$ cat src/rtl/seg_disp_pkg.sv
// Shared constants, glyph table and FSM state type for the segment display bank.
package seg_disp_pkg;

    localparam int SEG_WORDS = 16;
    localparam int SEG_IDX_W = 4;

    localparam logic [31:0] SEG_BLANK_WORD = 32'hFCFCFCFC;

    // Glyph for nibble n sits at bits [8n+7:8n]; byte layout {a,b,c,d,e,f,g,dp}.
    localparam logic [127:0] SEG_GLYPHS = {
        8'h8E, 8'h9E, 8'h7A, 8'h9C, 8'h3E, 8'hEE, 8'hF6, 8'hFE,
        8'hE0, 8'hBE, 8'hB6, 8'h66, 8'hF2, 8'hDA, 8'h60, 8'hFC
    };

    typedef enum logic [0:0] {
        ST_IDLE  = 1'b0,
        ST_CLEAR = 1'b1
    } seg_state_t;

    function automatic logic [7:0] seg_glyph(input logic [3:0] nib);
        return SEG_GLYPHS[{nib, 3'b000} +: 8];
    endfunction

endpackage

$ cat src/rtl/seg_hex_enc.sv
// Nibble to 7-segment glyph encoder.
module seg_hex_enc
    import seg_disp_pkg::*;
(
    input  logic [3:0] nib_i,
    output logic [7:0] glyph_o
);

    assign glyph_o = seg_glyph(nib_i);

endmodule

$ cat src/rtl/seg_word_scheduler.sv
// Two-port arbitrated writer and bank clear sequencer for the 16-word display bank.
// Define SEG_HEX_DECODE_EN to store hex glyphs of DATA[15:0] instead of raw words.
module seg_word_scheduler
    import seg_disp_pkg::*;
#(
    parameter int          NUM_WORDS  = SEG_WORDS,
    parameter logic [31:0] RESET_WORD = SEG_BLANK_WORD
) (
    input  logic                    CLK,
    input  logic                    RST,
    input  logic                    REQ0_VALID,
    input  logic [SEG_IDX_W-1:0]    REQ0_IDX,
    input  logic [31:0]             REQ0_DATA,
    output logic                    REQ0_READY,
    input  logic                    REQ1_VALID,
    input  logic [SEG_IDX_W-1:0]    REQ1_IDX,
    input  logic [31:0]             REQ1_DATA,
    output logic                    REQ1_READY,
    input  logic                    CLR,
    output logic                    BUSY,
    output logic [15:0]             WR_COUNT,
    output logic [NUM_WORDS*32-1:0] SEG_BUS
);

    seg_state_t             state_q, state_d;
    logic                   rr_q, rr_d;
    logic [SEG_IDX_W-1:0]   clr_idx_q, clr_idx_d;
    logic [15:0]            wr_count_q, wr_count_d;
    logic [NUM_WORDS*32-1:0] bank_q, bank_d;

    logic                   idle;
    logic                   grant;
    logic                   accept;
    logic [SEG_IDX_W-1:0]   widx;
    logic [31:0]            wraw;
    logic [31:0]            wword;

    assign idle       = (state_q == ST_IDLE);
    // A lone requester always wins; rr only breaks ties.
    assign grant      = (REQ0_VALID && REQ1_VALID) ? rr_q : REQ1_VALID;
    assign REQ0_READY = idle && !CLR && !grant && REQ0_VALID;
    assign REQ1_READY = idle && !CLR && grant && REQ1_VALID;
    assign accept     = REQ0_READY || REQ1_READY;
    assign widx       = grant ? REQ1_IDX : REQ0_IDX;
    assign wraw       = grant ? REQ1_DATA : REQ0_DATA;

`ifdef SEG_HEX_DECODE_EN
    for (genvar g = 0; g < 4; g++) begin : g_enc
        seg_hex_enc u_enc (
            .nib_i   (wraw[4*g +: 4]),
            .glyph_o (wword[8*g +: 8])
        );
    end
`else
    assign wword = wraw;
`endif

    always_comb begin
        state_d    = state_q;
        rr_d       = rr_q;
        clr_idx_d  = clr_idx_q;
        wr_count_d = wr_count_q;
        bank_d     = bank_q;
        unique case (state_q)
            ST_IDLE: begin
                if (CLR) begin
                    state_d   = ST_CLEAR;
                    clr_idx_d = '0;
                end else if (accept) begin
                    bank_d[{widx, 5'd0} +: 32] = wword;
                    wr_count_d = wr_count_q + 16'd1;
                    rr_d       = ~grant;
                end
            end
            ST_CLEAR: begin
                bank_d[{clr_idx_q, 5'd0} +: 32] = RESET_WORD;
                clr_idx_d = clr_idx_q + 1'b1;
                if (clr_idx_q == SEG_IDX_W'(NUM_WORDS - 1)) begin
                    state_d = ST_IDLE;
                end
            end
            default: state_d = ST_IDLE;
        endcase
    end

    always_ff @(posedge CLK) begin
        if (!RST) begin
            state_q    <= ST_IDLE;
            rr_q       <= 1'b0;
            clr_idx_q  <= '0;
            wr_count_q <= '0;
            bank_q     <= {NUM_WORDS{RESET_WORD}};
        end else begin
            state_q    <= state_d;
            rr_q       <= rr_d;
            clr_idx_q  <= clr_idx_d;
            wr_count_q <= wr_count_d;
            bank_q     <= bank_d;
        end
    end

    assign BUSY     = (state_q == ST_CLEAR);
    assign WR_COUNT = wr_count_q;
    assign SEG_BUS  = bank_q;

endmodule

$ cat config.mk
export PLATFORM = sky130hd
export DESIGN_NAME = seg_word_scheduler
export DESIGN_NICKNAME = d
export VERILOG_FILES = /design/src/rtl/seg_disp_pkg.sv /design/src/rtl/seg_hex_enc.sv /design/src/rtl/seg_word_scheduler.sv
export SDC_FILE = /design/constraint.sdc
export NUM_CORES = 1
export LEC_CHECK = 0
export CORE_AREA = 2 2 238 240
export CTS_BUF_LIST = sky130_fd_sc_hd__clkbuf_4 sky130_fd_sc_hd__clkbuf_8
export DETAILED_ROUTE_END_ITERATION = 10
export DIE_AREA = 0 0 240 242
export DONT_BUFFER_PORTS = 1
export PLACE_DENSITY = 0.49
export SYNTH_ARGS = -nofsm -noshare
export SYNTH_HDL_FRONTEND = slang
export SYNTH_HIERARCHICAL = 1
export SYNTH_SLANG_ARGS = --single-unit
$ cat constraint.sdc
create_clock -name CLK -period 3.6 [get_ports CLK]
set_clock_uncertainty 0.1 [all_clocks]
set_input_delay 0.54 -clock CLK [delete_from_list [all_inputs] [get_ports CLK]]
set_output_delay 0.54 -clock CLK [all_outputs]
set_load 0.05 [all_outputs]
==> flow_metrics.py <==
metrics = {
    "die": {
        "dieArea_um2": 58100,
        "die_h_um": 242,
        "coreArea_um2": 55700,
        "rows": 87,
        "ios": 608,
        "start_util_pct": 34.3,
        "die_x_um": 240,
    },
    "critical_path": {
        "slowest_stage": "a222oi_1",
        "cp-end-kind": "register",
        "critical_path_class": "register to register",
        "start_kind": "register",
        "critical_path_arrival_ns": 3.82,
        "cp.required_ns": 4.06,
        "critPathMaxStageDelay_ns": 0.55,
        "crit_chain": "nand2b_1, nand2_1, mux2i_2, ha_4, nand2b_1, or3_1, a222oi_1, buf_4, nand2_1, and2_1, a22o_1",
        "critPathMaxFanout": 8,
    },
    "clocking": {
        "cts_buffers": 93,
        "cts.sinks": 534,
        "clock_path_buffers": 3,
        "cts.reportedPaths.clkPinSlew_ns": 0.06,
        "cts_root_buffer": "clkbuf_8",
        "htree_levels": 3,
        "clk_latency_ns": 0.68,
        "cts_tree": "built",
    },
    "global_routing": {
        "antenna_found_initial": 2,
        "groute.usage.overall_pct": 26.3,
        "grt_overflow_total": 0,
        "grt_pass1_vias": 15200,
        "grt_first_pass_wirelength_um": 112000,
        "grt_max_degree": 74,
    },
    "placement": {
        "io_buffers": 0,
        "dp_hpwl_um": 55400,
        "place.gp.congestion": 0.848,
        "place_inst": 2624,
    },
    "sta": {
        "hold_viol": 0,
        "worstMarginPinSlew_ns": 1.06,
        "slew_viol_final": 0,
        "timing.fmax_mhz": 297,
        "fin_crit_sh_pct": 93.5,
        "grt_setup_unrepaired": "false",
        "setup_violations": 0,
        "min_period_ns": 3.37,
        "relSlewSlack_pct": 28.6,
    },
    "drt": {
        "ant_nets": 0,
        "vias_per_cell": 5.61,
        "drt-initial-drc-count": 1208,
        "wire_per_inst_um": 28.2,
        "vias": 15700,
        "post-route-drc-count": 0,
        "drt_first_pass_iters": 6,
        "wl_um": 79000,
    },
    "final_layout": {
        "syn_to_final_growth_pct": 17.9,
        "layout-drive-gt1-share_pct": 15.6,
        "fin_nets": 2056,
        "final_cell_mix": "dfxtp_1 (534), nand2_1 (201), nor2_1 (134), clkbuf_8 (120), o22a_1 (115)",
        "stdcell_count": 2800,
        "multiInputGateArea_um2": 7790,
        "final_common_cell": "dfxtp_1",
        "seqCellArea_um2": 10700,
        "fin_util_pct": 40.5,
        "fillerInstances": 5539,
    },
    "synth": {
        "synth.top_cell.area_share_pct": 55.9,
        "synthTopCellsByArea": "dfxtp_1 (56%), o22a_1 (5.3%), a22o_1 (4.0%)",
        "ys_seq_area_share_pct": 55.9,
        "yosys_warnings": 6,
        "avgSynthCellArea_um2": 9.86,
        "syn_area_um2": 19100,
        "ys_ff_latch": 534,
        "synth_edf_count": 0,
        "syn_nets": 2026,
        "synth_area_leader_cell": "dfxtp_1",
        "ys.flop_type": "dfxtp_1",
        "ys_types": 57,
        "synthArstFlopShare_pct": 0,
        "syn_inst": 1941,
    },
    "power": {
        "p_sw_mw": 3.70,
        "p_leak_nw": 8.71,
        "combPwrFrac_pct": 8.0,
        "vdd_drop_max_v": 0.000374,
        "p_int_mw": 9.78,
        "clockPowerShare_pct": 44.9,
        "p_per_area_nw_per_um2": 597,
        "seqPwrFrac_pct": 47.1,
        "swShare_pct": 27.4,
    },
    "run": {
        "maxCapViolCount": 0,
    },
    "min_path": {
        "hold_class": "input port to register",
    },
    "status": {
        "status": "complete, no violations",
    },
}
## cell usage after synthesis, types with 9 or more instances
library cell  instances
o311ai_0             62
buf_2                16
nor3_1              108
a21oi_1              34
a22o_1               88
o21a_1               14
a2bb2oi_1            57
inv_1                51
and3_1               11
clkbuf_1            134
o211ai_1             18
nand2b_1              9
o21ai_0              27
a31oi_1              94
nand2_1             201
o22a_1              115
mux2i_1              53
dfxtp_1             534
nor2_1              140
xor2_1                9
nand3_1              44
and2_1               11
buf_1                12
## path summary, 6_finish.rpt
| check | startpoint | end | slack [ns] | depth (start not counted) |
|---|---|---|---|---|
| worst max register to register | rr_q$_SDFFE_PN0P_ | SEG_BUS[80]$_SDFFE_PN0P_ | 0.23 | 11 |
| worst max-delay path | rr_q$_SDFFE_PN0P_ | SEG_BUS[80]$_SDFFE_PN0P_ | 0.23 | 11 |
| worst min-delay path | RST | SEG_BUS[410]$_SDFFE_PN1P_ | 0.12 | 2 |
| worst min register to register | clr_idx_q[2]$_SDFFE_PN0P_ | clr_idx_q[2]$_SDFFE_PN0P_ | 0.53 | 1 |
## sequential cells by signal (all words and copies together) (netlist names)
name / cells
WR_COUNT: 16
rr_q: 1
clr_idx_q: 4
BUSY: 1
SEG_BUS: 512
## layer usage
layer	up-vias	GRT usage (%)	wire, µm
met5	-	0	0
met4	0	9.79	2530
met3	127	8.90	8090
met2	752	44.4	38300
met1	7620	30.6	30100
li1	7219	-	-
## stage by stage
step	hold WS, ns	area [µm²]	setup TNS [ns]	total power, mW	setup slack (ns)
finish	0.118	22600	0	13.5	0.233
global route	0.0571	22600	0	13.9	0.0638
CTS	0.0324	22500	0	13.6	0.0163
detailed placement	0.393	20400	-1.26	7.53	-0.0780
global placement	0.385	20400	-0.796	7.52	-0.0426
floorplan	0.355	19100	0	7.04	0.229
## critical path: cells and delay by family (launching register included)
kind,cells,cell delay [ns]
AOI/OAI and AO/OA,2,0.78
adders and majority gates,1,0.19
and+or+nand+nor,6,1.22
muxes,1,0.36
DFF,1,0.33
buffers and inverters,1,0.26
## power groups by stage
stage,Combinational (mW),Clock [mW],Sequential [mW]
floorplan,0.601,0,6.44
global route,1.15,6.44,6.35
CTS,1.08,6.16,6.35
finish,1.08,6.04,6.35
global placement,1.04,0,6.48
detailed placement,1.05,0,6.48
## cells by family after synthesis
logic type	share of synthesized area (%)
buf+inv	4.46
mux	2.89
xor+xnor	0.686
flops	55.9
compound gates	22.9
fa+ha+maj	0.523
simple gates	12.6
## layout make-up
cell class	instances	share of cell area, %
antenna	1	0.0111
sequential	534	47.4
tap	756	4.19
inverter	51	0.848
multi-input combinational	1190	34.5
timing repair buffer	101	3.94
clock inverter	21	0.970
clock buffer	146	8.18
## repair_timing
| action | in CTS | in global routing |
|---|---|---|
| pin swaps | 1 | 2 |
| hold buffers | 5 | 0 |
| hold endpoints to repair | 80 | 0 |
| gates resized for setup | 0 | 4 |
| setup endpoints to repair | 4 | 39 |
| buffers inserted | 0 | 3 |
No activity file was read; power rests on OpenSTA's default activity.
